File: config.mk
export PLATFORM = sky130hd
export DESIGN_NAME = cond_source
export DESIGN_NICKNAME = d
export VERILOG_FILES = /design/src/rtl/cond_source.sv
export SDC_FILE = /design/constraint.sdc
export NUM_CORES = 1
export LEC_CHECK = 0
export ABC_AREA = 1
export CAP_MARGIN = 20
export CORE_UTILIZATION = 38
export DETAILED_ROUTE_END_ITERATION = 12
export PLACE_DENSITY = 0.74
export SLEW_MARGIN = 30
export SYNTH_ARGS = -nofsm -noshare
export SYNTH_HDL_FRONTEND = slang
export SYNTH_SLANG_ARGS = --single-unit
File: constraint.sdc
create_clock -name clk -period 1.5 [get_ports clk]
set_input_delay 0.225 -clock clk [delete_from_list [all_inputs] [get_ports clk]]
set_output_delay 0.225 -clock clk [all_outputs]
set_load 0.05 [all_outputs]
File: src/rtl/cond_source.sv
// rtl/cond_source.sv - clocked conditional source: forwards an input token (ctl_a) or injects one (ctl_b)
// Optional feature macro: COND_SOURCE_COUNT_EN (injected value is a wrapping counter seeded with SRC_VAL)
module cond_source #(
  parameter int N = 32,
  parameter logic [N-1:0] SRC_VAL = {N{1'b0}}
) (
  input  logic         clk,
  input  logic         rst,
  input  logic         r_i,
  output logic         a_i,
  input  logic [N-1:0] d_i,
  input  logic         ctl_a,
  input  logic         ctl_b,
  output logic         actl_i,
  output logic         r_o,
  input  logic         a_o,
  output logic [N-1:0] d_o,
  output logic         ctl_err
);

  typedef enum logic [1:0] {IDLE = 2'd0, REQ = 2'd1, RTZ = 2'd2} state_t;

  state_t       state_q, state_d;
  logic         path_b_q, path_b_d;
  logic         r_o_q, r_o_d;
  logic         a_i_q, a_i_d;
  logic         actl_q, actl_d;
  logic         err_q, err_d;
  logic [N-1:0] d_q, d_d;
  logic [N-1:0] inj_val;

`ifdef COND_SOURCE_COUNT_EN
  logic [N-1:0] cnt_q, cnt_d;
  assign inj_val = cnt_q;
`else
  assign inj_val = SRC_VAL;
`endif

  always_ff @(posedge clk) begin
    if (!rst) begin
      state_q  <= IDLE;
      path_b_q <= 1'b0;
      r_o_q    <= 1'b0;
      a_i_q    <= 1'b0;
      actl_q   <= 1'b0;
      err_q    <= 1'b0;
      d_q      <= '0;
`ifdef COND_SOURCE_COUNT_EN
      cnt_q    <= SRC_VAL;
`endif
    end else begin
      state_q  <= state_d;
      path_b_q <= path_b_d;
      r_o_q    <= r_o_d;
      a_i_q    <= a_i_d;
      actl_q   <= actl_d;
      err_q    <= err_d;
      d_q      <= d_d;
`ifdef COND_SOURCE_COUNT_EN
      cnt_q    <= cnt_d;
`endif
    end
  end

  always_comb begin
    state_d  = state_q;
    path_b_d = path_b_q;
    r_o_d    = r_o_q;
    a_i_d    = a_i_q;
    actl_d   = actl_q;
    err_d    = err_q;
    d_d      = d_q;
`ifdef COND_SOURCE_COUNT_EN
    cnt_d    = cnt_q;
`endif
    case (state_q)
      IDLE: begin
        // Both rails high is illegal regardless of r_i; no token may start.
        if (ctl_a && ctl_b) begin
          err_d = 1'b1;
        end else if (ctl_a && r_i) begin
          d_d      = d_i;
          path_b_d = 1'b0;
          r_o_d    = 1'b1;
          state_d  = REQ;
        end else if (ctl_b) begin
          d_d      = inj_val;
          path_b_d = 1'b1;
          r_o_d    = 1'b1;
          state_d  = REQ;
        end
      end
      REQ: begin
        if (a_o) begin
          r_o_d   = 1'b0;
          actl_d  = 1'b1;
          a_i_d   = !path_b_q;
          state_d = RTZ;
        end
      end
      RTZ: begin
        if (!a_o && !ctl_a && !ctl_b && (path_b_q || !r_i)) begin
          a_i_d   = 1'b0;
          actl_d  = 1'b0;
          state_d = IDLE;
`ifdef COND_SOURCE_COUNT_EN
          if (path_b_q) cnt_d = cnt_q + N'(1);
`endif
        end
      end
      default: state_d = IDLE;
    endcase
  end

  assign r_o     = r_o_q;
  assign a_i     = a_i_q;
  assign actl_i  = actl_q;
  assign ctl_err = err_q;
  assign d_o     = d_q;

endmodule

# Word-level counts from Yosys, hierarchy flattened
# Index checks and enable logic that the tools add are counted.
word_totals:
  ff_bits: 39
  output_inout_bits: 36
classes:
  n_eq_ne: 6
  muxes: 19
  n_bitwise: 1
  n_reduce_logical: 20
ops:
  columns: ["operator", "n"]
  rows:
  - ["2-to-1 mux 32 bit", 2]
  - ["2-to-1 mux 2 bit", 5]
  - ["2-to-1 mux 1 bit", 8]
  - ["AND reduction 4 bit", 2]
  - ["!= test 2 bit (second input constant)", 3]
  - ["case mux 1 bit (2 select lines)", 3]
  - ["case mux 2 bit (3 select lines)", 1]
  - ["AND reduction 3 bit", 2]
  - ["nonzero test 2 bit", 3]
  - ["logical AND 1 bit", 5]
  - ["zero test 1 bit", 5]
  - ["!= test 3 bit (second input constant)", 1]
  - ["equality test 2 x 1 -> 1 bit (second input constant)", 1]
  - ["equality test 2 bit (second input constant)", 1]
  - ["zero test 2 bit", 1]
  - ["AND reduction 2 bit", 1]
  - ["logical OR 1 bit", 1]
  - ["inverter 1 bit", 1]

# Depth between registers and ports, before layout
# Gate-level depths: netlist of the first run.
depth:
  depth_word: 6
  depth_mapped: 7
  ltp_nobuf: 7

# Worst setup path before layout of the first run
# OpenSTA, ideal clock, no wires.
synth_path:
  kind: "reg-to-reg"
  startpoint: "register state_q[1]"
  endpoint: "register d_q[15] (netlist: d_o[15])"
  setup_ns: 0.139
  arrival_ns: 0.929
  required_time_ns: 1.361
  slack_ns: 0.431
  stages_incl_launch_ff: 8
  period_less_slack_ns: 1.069
  path_cell_list: "dfxtp_1 nor2_4 nand2_2 inv_6 nand2_8 buf_6 nand2_1 a21oi_2"
synth_between:
  elab_chain_cells: 2
synth_lines:
  columns: ["item", "line", "source"]
  rows:
  - ["start, declared", "23", "state_t state_q, state_d;"]
  - ["start signal, assigned", "52", "state_q <= state_d;"]
  - ["zero test 2 bit", "76", "case (state_q)"]
  - ["AND reduction 3 bit (no source line)", null, null]
  - ["end signal, assigned", "47", "d_q <= '0;"]
  - ["end signal, assigned", "58", "d_q <= d_d;"]
  - ["end, declared", "29", "logic [N-1:0] d_q, d_d;"]
# No other way between the ends.
# A chain may end at the register's enable or synchronous reset.

# Worst setup path after layout of the first run
layout_path:
  startpoint: "input port ctl_a"
  endpoint: "register d_q[8] (netlist: d_o[8])"
layout_between:
  elab_chain_cells: 3
  elab_cells_between_ends: 6
  classes_between: "1 x mux; 1 x bitwise; 4 x reduce/logical"
layout_lines:
  columns: ["item", "line", "source"]
  rows:
  - ["start, declared", "12", "input logic ctl_a,"]
  - ["logical AND 1 bit (on tied branches)", "81, 79", null]
  - ["nonzero test 2 bit (no source line) / inverter 1 bit (equally long branches)", null, null]
  - ["AND reduction 3 bit (no source line)", null, null]
# Parallel ways exist; a longest one is shown, timed or not.

==> reports/qor.csv, run 1 <==
stage;metric;value;unit
status;status;finished clean;
critical_path;CP required;1.70;ns
critical_path;crit path DAT;1.42;ns
sta;Worst Tran Pin Value;0.267;ns
placement;count of input and output buffers;73;
hold_path;WHS Path Cells;2;
detailed_routing;1st-iter DRT viols;58;
yosys;syn_nets;228;
yosys;Netlist cell types;19;
floorplan;Initial Utilization;39.9;%
clock_network;register clock-pin slew on the reported worst setup and hold paths;0.07;ns
clock_network;Worst-Skew Late Latency;0.28;ns
critical_path;Critical R2R Launch;state_q[1];
critical_path;worst reg-to-reg path cell count;6;
critical_path;CP endpoint kind;register;
placement;dpl ws;-0.00384;ns
sta;unrepaired setup endpoints after global routing;no;
floorplan;core area;4060;sq um
critical_path;slowest stage delay, CP;0.52;ns
detailed_routing;Post-DRT Antenna Nets;0;
detailed_routing;Vias/cell;4.67;
clock_network;H-tree depth;2;
floorplan;DIE AREA;4520;sq um
global_routing;initial antenna violation count;0;
global_routing;GR Overflow Total;0;
hold_path;worst hold path type;register to register;
cells_and_area;layout cell share with drive strength beyond 1;28.6;%
detailed_routing;first drt pass iteration count;4;
critical_path;crit-path cells;clkdlybuf4s50_1 > nand2_1 > nand2_2 > inv_6 > nand2_8 > nand2_1 > a21oi_1;
clock_network;Sink Count;39;
critical_path;R2R setup slack;0.36;ns
critical_path;CP most frequent cell;nand2_1;
critical_path;CP max stage cell;clkdlybuf4s50_1;
yosys;Post-Syn Instances;190;
clock_network;hold buffers post-CTS;0;
yosys;syn_area_per_cell;8.51;sq um
hold_path;hold_sp;ctl_err;
cells_and_area;Layout area overhead;48.2;%
clock_network;TritonCTS clock tree;yes;
pwr;Tot Pwr;2.38;mW
clock_network;Post-CTS Setup Bufs;0;
critical_path;CP max FO;34;
placement;hpwl dp;2580;um
yosys;sequential area share after synthesis;48.3;%
floorplan;DIE HEIGHT;67.3;um
detailed_routing;drt drc;0;
sta;Setup-failing EPs final;0;
global_routing;vias in the first global route;1294;
clock_network;clock buffer count from CTS;5;
sta;Period minus WS final;1.21;ns
sta;Max Clock Freq;0.826;GHz
hold_path;WHS Endpoint;ctl_err;
clock_network;Root Driver;clkbuf_8;
global_routing;gr usage total;17.5;%
detailed_routing;wire per inst;11.5;um
detailed_routing;final wirelength;3630;um
yosys;FF+latch count, synth;39;
floorplan;Ports;74;
floorplan;die width;67.3;um
global_routing;pin count of the biggest net entering global routing;35;
sta;Final period util;80.7;%
detailed_routing;via count;1475;
pwr;LEAKAGE;0.944;nW
cells_and_area;most common cell after layout, fill and taps aside;nand2_1;
cells_and_area;Final nets;303;
critical_path;Setup crit start kind;primary input;
sta;post-route worst setup slack;0.290;ns
pwr;Pwr Density;991;nW/um^2
clock_network;Post-CTS Resized;0;
cells_and_area;n_diodes;0;
sta;final setup skew;0.00392;ns
sta;Slew Limit Fails;0;
sta;Final Hold Fails;0;
yosys;synth warn;0;
placement;Final Wtd Congestion;0.726;
sta;relative slew slack;82.2;%
critical_path;kind of critical path;primary input to register;
sta;WHS;0.451;ns
global_routing;first-pass GRT wire length;6000;um
pwr;Peak supply drop;0.484;mV
flow_run;max_cap viols;0;
clock_network;clock tree buffer depth;2;
yosys;Mapped Area;1620;sq um
cells_and_area;most frequent cells in the layout;nand2_1 (44), buf_4 (40), dfxtp_1 (39);
floorplan;FP Rows;23;
critical_path;reg-to-reg endpoint;d_o[27];
[cells by family (layout without fill, tap and decap cells)]
logic type             Yosys count  after routing  share of synthesized area, %
buffers and inverters           22             98                          8.51
flip-flops                      39             39                          48.3
AND/OR/NAND/NOR                 89             89                          28.3
AO/OA/AOI/OAI                   40             40                          14.9
[per-layer routing]
metal	share of wire, %	GRT usage (%)	vias up
met5	0	0	-
met4	0.61	5.59	0
met3	6.4	4.73	2
met2	47	28.9	45
met1	46	22.0	651
li1	-	-	777
[final cells by class]
class | instances | area [sq um]
multi-input combinational | 129 | 699
clock inverter | 1 | 5.00
sequential | 39 | 781
tap | 50 | 62.6
inverter | 10 | 42.5
clock buffer | 7 | 76.3
timing repair buffer | 80 | 731
fill | 389 | 1660
[critical path, delay by kind of cell]
kind,cells,cell delay [ns]
AO/OA/AOI/OAI,1,0.14
buffers and inverters,2,0.58
AND/OR/NAND/NOR,4,0.46
[worst max-delay path by stage]
| stage | endpoint | cells past startpoint | from |
|---|---|---|---|
| after CTS | d_o[27] | 7 | ctl_a |
| after global placement | d_o[19] | 7 | ctl_a |
| after floorplan | d_o[15] | 7 | state_q[1] |
| final | d_o[8] | 7 | ctl_a |
| after global routing | d_o[5] | 7 | ctl_a |
| after detailed placement | d_o[27] | 7 | ctl_a |
[Yosys cell counts (all sizes together)]
library cell  count  share of area [%]
nand2            47                 12
dfxtp            39                 48
a21oi            38                 14
nand3            34                 14
buf              10                5.4
inv               9                2.4
nor2              7                2.1
clkbuf            2               0.46
o21ai             2               0.62
clkinv            1               0.23
nand4             1               0.39
[per-stage QoR]
stage / TNS (ns) / utilization [%] / instance area, sq um / std cells
2_1_floorplan: 0 / - / 1620 / 190
3_3_place_gp: 0 / 57.1 / 2320 / 308
3_5_place_dp: -0.00384 / 57.1 / 2320 / 308
4_1_cts: 0 / 59.1 / 2400 / 316
5_1_grt: 0 / 59.1 / 2400 / 316
6_report: 0 / 59.1 / 2400 / 316
[power by group]
group	leakage, nW	internal, mW	switching, mW
Clock	0.0422	0.326	0.330
Combinational	0.584	0.240	0.364
Sequential	0.318	1.09	0.0291
Total	0.944	1.65	0.723
[sequential cells by signal, summed over array words and instances (netlist names)]
register	flops
a_i	1
d_o	32
r_o	1
ctl_err	1
path_b_q	1
state_q	2
actl_i	1
Power figures use the tool's default switching activity.
==> inputs of run 2 (changes only) <==
--- a/config.mk
+++ b/config.mk
@@ -7,9 +7,9 @@
 export LEC_CHECK = 0
 export ABC_AREA = 1
 export CAP_MARGIN = 20
-export CORE_UTILIZATION = 38
+export CORE_UTILIZATION = 37
 export DETAILED_ROUTE_END_ITERATION = 12
-export PLACE_DENSITY = 0.74
+export PLACE_DENSITY = 0.76
 export SLEW_MARGIN = 30
 export SYNTH_ARGS = -nofsm -noshare
 export SYNTH_HDL_FRONTEND = slang
==> constraint.sdc (replaced) <==
create_clock -name clk -period 1.09 [get_ports clk]
set_input_delay 0.1635 -clock clk [delete_from_list [all_inputs] [get_ports clk]]
set_output_delay 0.1635 -clock clk [all_outputs]
set_load 0.05 [all_outputs]
==> reports/qor.csv, run 2 (synthesis gave the netlist of run 1 again) <==
stage;metric;value;unit;change
cells_and_area;Largest register FFs;32;;unchanged
detailed_routing;drt drc;0;;unchanged
detailed_routing;first drt pass iteration count;4;;unchanged
cells_and_area;most common cell after layout, fill and taps aside;buf_12;;was nand2_1
flow_run;max_cap viols;0;;unchanged
sta;Max Clock Freq;0.860;GHz;
sta;Period minus WS final;1.16;ns;
clock_network;Root Driver;clkbuf_8;;unchanged
clock_network;Sink Count;39;;unchanged
sta;setup TNS;-0.584;ns;was 0 ns
cells_and_area;Layout area overhead;97.2;%;was 48.2%
floorplan;die width;68.1;um;was 67.3 um
placement;count of input and output buffers;73;;unchanged
sta;relative slew slack;87.1;%;was 82.2%
critical_path;CP required;1.26;ns;was 1.70 ns
critical_path;CP max FO;8;;was 34
global_routing;first-pass GRT wire length;7550;um;was 6000 um
critical_path;crit path DAT;1.34;ns;was 1.42 ns
placement;dpl ws;-0.374;ns;was -0.00384 ns
pwr;LEAKAGE;1.19;nW;was 0.944 nW
cells_and_area;# fillers;245;;was 389
critical_path;kind of critical path;register to register;;was primary input to register
global_routing;gr usage total;22.1;%;was 17.5%
cells_and_area;FF/Latch Area;786;sq um;was 781 sq um
status;status;finished, violations left;;was finished clean
critical_path;CP endpoint kind;register;;unchanged
global_routing;pin count of the biggest net entering global routing;37;;was 35
sta;Setup-failing EPs final;18;;was 0
sta;Slew Limit Fails;0;;unchanged
clock_network;clock tree buffer depth;2;;unchanged
sta;unrepaired setup endpoints after global routing;yes;;was no
cells_and_area;most frequent cells in the layout;buf_12 (44), dfxtp_1 (37), clkdlybuf4s50_1 (34);;was nand2_1 (44), buf_4 (40), dfxtp_1 (39)
critical_path;CP max stage cell;dfxtp_4;;was clkdlybuf4s50_1
status;failing checks;negative setup slack;;
critical_path;Setup crit start kind;register;;was primary input
floorplan;FP Rows;23;;unchanged
cells_and_area;multi-input logic area;857;sq um;was 699 sq um
detailed_routing;via count;1683;;was 1,475
global_routing;initial antenna violation count;0;;unchanged
cells_and_area;Final nets;315;;was 303
pwr;Peak supply drop;0.831;mV;was 0.484 mV
global_routing;vias in the first global route;1592;;was 1,294
clock_network;hold buffers post-CTS;0;;unchanged
placement;Final Wtd Congestion;0.792;;was 0.726
detailed_routing;final wirelength;4950;um;was 3630 um
detailed_routing;1st-iter DRT viols;108;;was 58
floorplan;Initial Utilization;39.6;%;was 39.9%
cells_and_area;layout cell share with drive strength beyond 1;42.4;%;was 28.6%
clock_network;register clock-pin slew on the reported worst setup and hold paths;0.08;ns;was 0.07 ns
clock_network;Worst-Skew Late Latency;0.28;ns;about the same
placement;hpwl dp;2870;um;was 2580 um
clock_network;clock buffer count from CTS;5;;unchanged
sta;Final Hold Fails;0;;unchanged
sta;Worst Tran Pin Value;0.192;ns;was 0.267 ns
hold_path;worst hold path type;primary input to register;;was register to register
clock_network;H-tree depth;2;;unchanged
sta;Final period util;107;%;
floorplan;DIE AREA;4640;sq um;was 4520 sq um
floorplan;DIE HEIGHT;68.1;um;was 67.3 um
clock_network;TritonCTS clock tree;yes;;unchanged
floorplan;core area;4090;sq um;was 4060 sq um
sta;final setup skew;0.00455;ns;was 0.00392 ns
floorplan;Ports;74;;unchanged
pwr;Pwr Density;1270;nW/um^2;was 991 nW/um^2
cells_and_area;n_diodes;0;;unchanged
sta;post-route worst setup slack;-0.0721;ns;was 0.290 ns
detailed_routing;Post-DRT Antenna Nets;0;;unchanged
critical_path;crit-path cells;nor2_4 > nand2_4 > clkinv_8 > buf_12 > nand2_8 > nand2_1 > a21oi_1;;was clkdlybuf4s50_1 > nand2_1 > nand2_2 > inv_6 > nand2_8 > nand2_1 > a21oi_1
detailed_routing;Vias/cell;5.13;;was 4.67
detailed_routing;wire per inst;15.1;um;was 11.5 um
global_routing;GR Overflow Total;0;;unchanged
critical_path;slowest stage delay, CP;0.37;ns;was 0.52 ns
-- run 2: cell types whose count changed in the layout (fill, tap and decap cells not counted), sizes merged --
| cell | before | now |
|---|---|---|
| nand2 | 47 | 50 |
| clkinv | 2 | 3 |
| dlymetal6s2s | 0 | 2 |
| bufinv | 0 | 1 |
| clkdlybuf4s50 | 37 | 34 |
| buf | 43 | 52 |
| inv | 9 | 8 |
| dlygate4sd2 | 0 | 1 |
| clkbuf | 7 | 6 |
-- run 2: what timing repair did --
item                                   CTS  global route
buffers inserted                         4             2
setup endpoints to repair               32            39
cloned                                   5             0
endpoints found under the hold margin    0             0
gates resized for setup                 24            21
pin swaps                               12            13
-- run 2: final timing paths --
check	startpoint	end	slack, ns	cells past startpoint
setup / recovery	state_q[1]	d_o[5]	-0.07	7
hold / removal	r_i	state_q[1]	0.39	5
setup reg to reg	state_q[1]	d_o[5]	-0.07	7
hold reg to reg	d_o[24]	d_o[24]	0.50	2
-- run 2: layer usage --
layer  GRT usage, %  vias up  wire length (um)
li1               -      808                 -
met1           27.3      800              2130
met2           36.8       63              2450
met5              0        -                 0
met3           5.67       12               276
met4           7.55        0               103
-- run 2: stage by stage --
stage / utilization [%] / area, sq um / power [mW] / hold slack, ns / cells
after floorplan: - / 1620 / 2.11 / 0.292 / 190
after global placement: 68.9 / 2810 / 2.60 / 0.477 / 311
after detailed placement: 68.9 / 2810 / 2.62 / 0.494 / 311
after CTS: 76.9 / 3140 / 4.05 / 0.443 / 328
after global routing: 78.1 / 3190 / 4.18 / 0.439 / 328
final: 78.1 / 3190 / 4.04 / 0.390 / 328
-- run 2: final cells by class --
class / instances / share of cell area [%]
Timing Repair Buffer: 89 / 41.2
Sequential cell: 39 / 24.6
Multi-Input combinational cell: 132 / 26.9
Inverter: 10 / 1.65
Clock buffer: 6 / 2.59
Tap cell: 50 / 1.96
Clock inverter: 2 / 1.10
-- run 2: critical path, delay by kind of cell, from the launching register on --
kind / cells / cell delay, ns
flip-flops: 1 / 0.37
buffers and inverters: 2 / 0.24
AO/OA/AOI/OAI: 1 / 0.07
AND/OR/NAND/NOR: 4 / 0.39
-- run 2: report_power, final --
part	internal, mW	switching, mW	leakage, nW
logic	0.606	0.636	0.813
clock network	0.741	0.486	0.0612
registers	1.49	0.0762	0.319
==> inputs of run 3 (changes only) <==
--- a/config.mk
+++ b/config.mk
@@ -7,9 +7,9 @@
 export LEC_CHECK = 0
 export ABC_AREA = 1
 export CAP_MARGIN = 20
-export CORE_UTILIZATION = 37
+export CORE_UTILIZATION = 38
 export DETAILED_ROUTE_END_ITERATION = 12
-export PLACE_DENSITY = 0.76
+export PLACE_DENSITY = 0.82
 export SLEW_MARGIN = 30
 export SYNTH_ARGS = -nofsm -noshare
 export SYNTH_HDL_FRONTEND = slang
==> constraint.sdc (replaced) <==
create_clock -name clk -period 1.1 [get_ports clk]
set_input_delay 0.165 -clock clk [delete_from_list [all_inputs] [get_ports clk]]
set_output_delay 0.165 -clock clk [all_outputs]
set_load 0.05 [all_outputs]
==> reports/qor.csv, run 3 (synthesis gave the netlist of run 1 again) <==
stage;metric;value;unit;change
critical_path;Setup crit start kind;register;;unchanged
sta;Setup-failing EPs final;36;;was 18
floorplan;DIE HEIGHT;67.3;um;was 68.1 um
critical_path;CP endpoint;d_o[5];;unchanged
cells_and_area;end-of-flow core utilization;83.0;%;was 78.1%
hold_path;worst hold path type;primary input to register;;unchanged
placement;hpwl dp;3000;um;was 2870 um
critical_path;reg-to-reg endpoint;d_o[5];;unchanged
sta;unrepaired setup endpoints after global routing;yes;;unchanged
clock_network;Root Driver;clkbuf_8;;unchanged
detailed_routing;drt drc;0;;unchanged
global_routing;met2 usage;48.3;%;was 36.8%
floorplan;die width;67.3;um;was 68.1 um
critical_path;kind of critical path;register to register;;unchanged
cells_and_area;most frequent cells in the layout;buf_12 (41), dfxtp_1 (37), clkdlybuf4s50_1 (35);;was buf_12 (44), dfxtp_1 (37), clkdlybuf4s50_1 (34)
cells_and_area;Final nets;321;;was 315
critical_path;Worst setup startpoint;state_q[0];;was state_q[1]
critical_path;CP endpoint kind;register;;unchanged
global_routing;grt peak-use layer;met2;;unchanged
critical_path;crit path DAT;1.45;ns;was 1.34 ns
placement;DP Area;2810;sq um;unchanged
global_routing;gr usage total;25.3;%;was 22.1%
cells_and_area;most common cell after layout, fill and taps aside;buf_12;;unchanged
clock_network;clock tree buffer depth;2;;unchanged
floorplan;DIE AREA;4520;sq um;was 4640 sq um
sta;post-route worst setup slack;-0.122;ns;was -0.0721 ns
floorplan;FP Rows;23;;unchanged
detailed_routing;wire per inst;17.2;um;was 15.1 um
clock_network;H-tree depth;2;;unchanged
floorplan;core area;4060;sq um;was 4090 sq um
clock_network;clock buffer count from CTS;5;;unchanged
sta;Final Hold Fails;0;;unchanged
cells_and_area;Largest register FFs;32;;unchanged
critical_path;worst reg-to-reg path cell count;7;;unchanged
sta;Slew Limit Fails;0;;unchanged
sta;Worst Tran Pin Value;0.278;ns;was 0.192 ns
clock_network;hold buffers post-CTS;0;;unchanged
critical_path;R2R setup slack;-0.12;ns;was -0.07 ns
floorplan;Initial Utilization;39.9;%;was 39.6%
pwr;Pwr Density;1300;nW/um^2;was 1270 nW/um^2
status;failing checks;negative setup slack;;unchanged
cells_and_area;final instance area;3370;sq um;was 3190 sq um
status;status;finished, violations left;;unchanged
detailed_routing;first drt pass iteration count;4;;unchanged
detailed_routing;1st-iter DRT viols;84;;was 108
detailed_routing;via count;1722;;was 1,683
sta;final setup skew;0.0113;ns;was 0.00455 ns
flow_run;max_cap viols;0;;unchanged
global_routing;GR Overflow Total;0;;unchanged
clock_network;Worst-Skew Late Latency;0.29;ns;was 0.28 ns
sta;Period minus WS final;1.22;ns;was 1.16 ns
placement;count of input and output buffers;73;;unchanged
global_routing;pin count of the biggest net entering global routing;37;;unchanged
global_routing;met1 Usage GRT;26.5;%;was 27.3%
sta;Final period util;111;%;was 107%
pwr;Peak supply drop;0.930;mV;was 0.831 mV
cells_and_area;Layout area overhead;108;%;was 97.2%
pwr;LEAKAGE;1.24;nW;was 1.19 nW
global_routing;first-pass GRT wire length;8330;um;was 7550 um
global_routing;vias in the first global route;1772;;was 1,592
critical_path;CP required;1.33;ns;was 1.26 ns
floorplan;Ports;74;;unchanged
placement;Final Wtd Congestion;0.795;;was 0.792
sta;Max Clock Freq;0.819;GHz;was 0.860 GHz
detailed_routing;final wirelength;5760;um;was 4950 um
global_routing;initial antenna violation count;0;;unchanged
cells_and_area;layout cell share with drive strength beyond 1;48.2;%;was 42.4%
detailed_routing;Post-DRT Antenna Nets;0;;unchanged
critical_path;Critical R2R Launch;state_q[0];;was state_q[1]
global_routing;met3 usage;6.42;%;was 5.67%
sta;relative slew slack;81.5;%;was 87.1%
clock_network;Sink Count;39;;unchanged
clock_network;TritonCTS clock tree;yes;;unchanged
detailed_routing;Vias/cell;5.14;;was 5.13
clock_network;register clock-pin slew on the reported worst setup and hold paths;0.08;ns;about the same
critical_path;CP max FO;7;;was 8
[run 3: final cells by class]
cell class,instances,area (sq um)
Clock buffer,6,72.6
Sequential cell,39,786
Multi-Input combinational cell,133,947
Inverter,10,45.0
Fill cell,206,691
Timing Repair Buffer,94,1390
Tap cell,50,62.6
Clock inverter,2,60.1
Antenna cell,1,2.50
[run 3: worst min-delay path by stage]
stage / from / to / slack (ns) / depth (start not counted)
2_1_floorplan: rst / r_o / 0.29 / 2
3_3_place_gp: ctl_err / ctl_err / 0.48 / 2
5_1_grt: d_i[9] / d_o[9] / 0.44 / 3
3_5_place_dp: d_o[26] / d_o[26] / 0.49 / 2
6_report: d_i[8] / d_o[8] / 0.45 / 3
4_1_cts: d_i[20] / d_o[20] / 0.45 / 3
[run 3: metrics by stage]
step                      total power [mW]  std cells  setup TNS (ns)  hold WS, ns  setup slack [ns]
final                                 4.36        335           -1.82        0.450            -0.122
after global routing                  4.50        334           -3.89        0.445            -0.158
after global placement                2.58        311          -10.39        0.478            -0.306
after CTS                             4.28        333          -0.670        0.447           -0.0380
after floorplan                       2.09        190               0        0.293            0.0314
after detailed placement              2.60        311          -11.78        0.492            -0.366
[run 3: power by group]
| group | internal [mW] | leakage (nW) | switching [mW] |
|---|---|---|---|
| logic | 0.687 | 0.853 | 0.697 |
| clock network | 0.907 | 0.0654 | 0.513 |
| registers | 1.48 | 0.319 | 0.0791 |
| total | 3.07 | 1.24 | 1.29 |
[run 3: per-layer routing]
metal,routed length (um),share of wire (%)
met5,0,0
met4,48,0.83
met3,346,6.0
met2,3240,56
met1,2130,37
[run 3: critical path, stage by stage, from the launching register on]
cell and delay (ns):
dfxtp_2 0.34, nor2_4 0.14, nand2_4 0.09, inv_8 0.08, buf_8 0.13, buf_16 0.12
nand3_1 0.09, a21oi_2 0.16
[run 3: what timing repair did]
| action | CTS | global route |
|---|---|---|
| pin swaps | 35 | 4 |
| endpoints found under the setup margin | 32 | 37 |
| gates cloned | 7 | 1 |
| gates resized for setup | 39 | 28 |
| buffers inserted | 9 | 2 |
==> variant: new RTL, settings of run 2 <==
Register the output `d_o` once more, without a reset; this adds one clock of latency there. The other outputs are not delayed to match.
--- a/src/rtl/cond_source.sv
+++ b/src/rtl/cond_source.sv
@@ -118,3 +118,5 @@
   assign ctl_err = err_q;
-  assign d_o     = d_q;
+  always_ff @(posedge clk) begin
+    d_o <= d_q;
+  end
 
Check against the original RTL: not equivalent (Yosys sat finds a counterexample within 4 cycles, from zero or initial values and one cycle with rst low).
==> variant against run 2 <==
- the run still ends with negative setup slack left
- synthesized cell count rose by 17%
- worst setup slack improved by 0.056 ns
- final area rose by 24%
- non-clock buffer count fell by 1
- critical path depth fell by 1
- total power rose by 56%
- routed wire length rose by 11%
- synthesized area rose by 40%
- global-route usage fell by 5.0 points
- sequential cell count rose by 32
- largest cell class is now sequential cells
- largest power group unchanged
- highest routed layer unchanged
==> variant: results (changes against run 2) <==
Clock H-tree levels: 3 (+1)
met3 usage: 0.0568 (+0.000152)
Total Routing Usage GR: 0.171 (-0.0498)
M1 wire length: 2.42 mm (+14%)
top cells by area, synth: dfxtp_1 (63%), a21oi_2 (8.5%), nand3_1 (7.5%)
largest net degree at the start of global routing: 22 (-41%)
hold_sp: ctl_a
Worst Skew: 0.00776 ns (+0.00321 ns)
register area share after synthesis: 0.628 (+0.145)
layout cells sized above 1: 0.410 (-0.0149)
Worst VDD drop: 1.25 mV (+50%)
met1 usage: 0.211 (-0.0626)
post-route setup slack: -0.0161 ns (+0.0560 ns)
Fin Hold WS: 0.340 ns (-0.0501 ns)
CP delay by family, top: flip-flops
total length of routed met3 wires: 269 µm (-2.5%)
first-pass GRT wire length: 8.15 mm (+7.9%)
Design Area, Final: 3960 µm² (+24%)
iteration-0 DRC count of the detailed router: 74 (-31%)
fillers: 447 (+82%)
total CTS buffers: 9 (+4)
vias in the first global route: 1678 (+5.4%)
outcome: complete, but fails checks
nets: 348 (+10%)
failing checks: negative setup slack
library cells used by synthesis: 22 (+3)
syn_area_per_cell: 10.2 µm² (+20%)
area post-placement: 3490 µm² (+24%)
endpoints failing setup: 13 (-5)
Mapped Nets: 260 (+14%)
Leakage: 1.46 nW (+23%)
Worst Setup EP: d_q[24]
reg-to-reg critical path startpoint: state_q[0]
dpl hpwl: 3.32 mm (+15%)
Synth top cells by count: dfxtp_1 (71), nand2_1 (43), nand3_1 (34)
worst-skew pair later-pin latency: 0.34 ns (+0.06 ns)
Vias: 1821 (+8.2%)
## variant: tightest hold or removal path, stage by stage
cell	delay, ns
dlymetal6s2s_1	0.15
nor2_1	0.09
nand3_1	0.08
nand2_1	0.05
a21oi_1	0.11
## variant: cells by family after synthesis
| logic type | Yosys count | share of synthesized area |
|---|---|---|
| and+or+nand+nor | 89 | 0.184 |
| DFF | 71 | 0.628 |
| AOI/OAI and AO/OA | 40 | 0.125 |
| buffers and inverters | 22 | 0.0636 |
## variant: area by class of cell
| cell class | count | area share |
|---|---|---|
| clock inverters | 5 | 0.0206 |
| repair buffers | 88 | 0.326 |
| clock buffers | 11 | 0.0357 |
| well taps | 75 | 0.0237 |
| flip-flops and latches | 71 | 0.361 |
| multi-input cells | 130 | 0.220 |
| inverters | 10 | 0.0127 |
## variant: report_power, final
part | switching [mW] | internal, mW | total (mW)
clock | 0.954 | 1.35 | 2.31
sequential | 0.0840 | 2.71 | 2.80
combinational | 0.610 | 0.572 | 1.18
total | 1.65 | 4.64 | 6.28
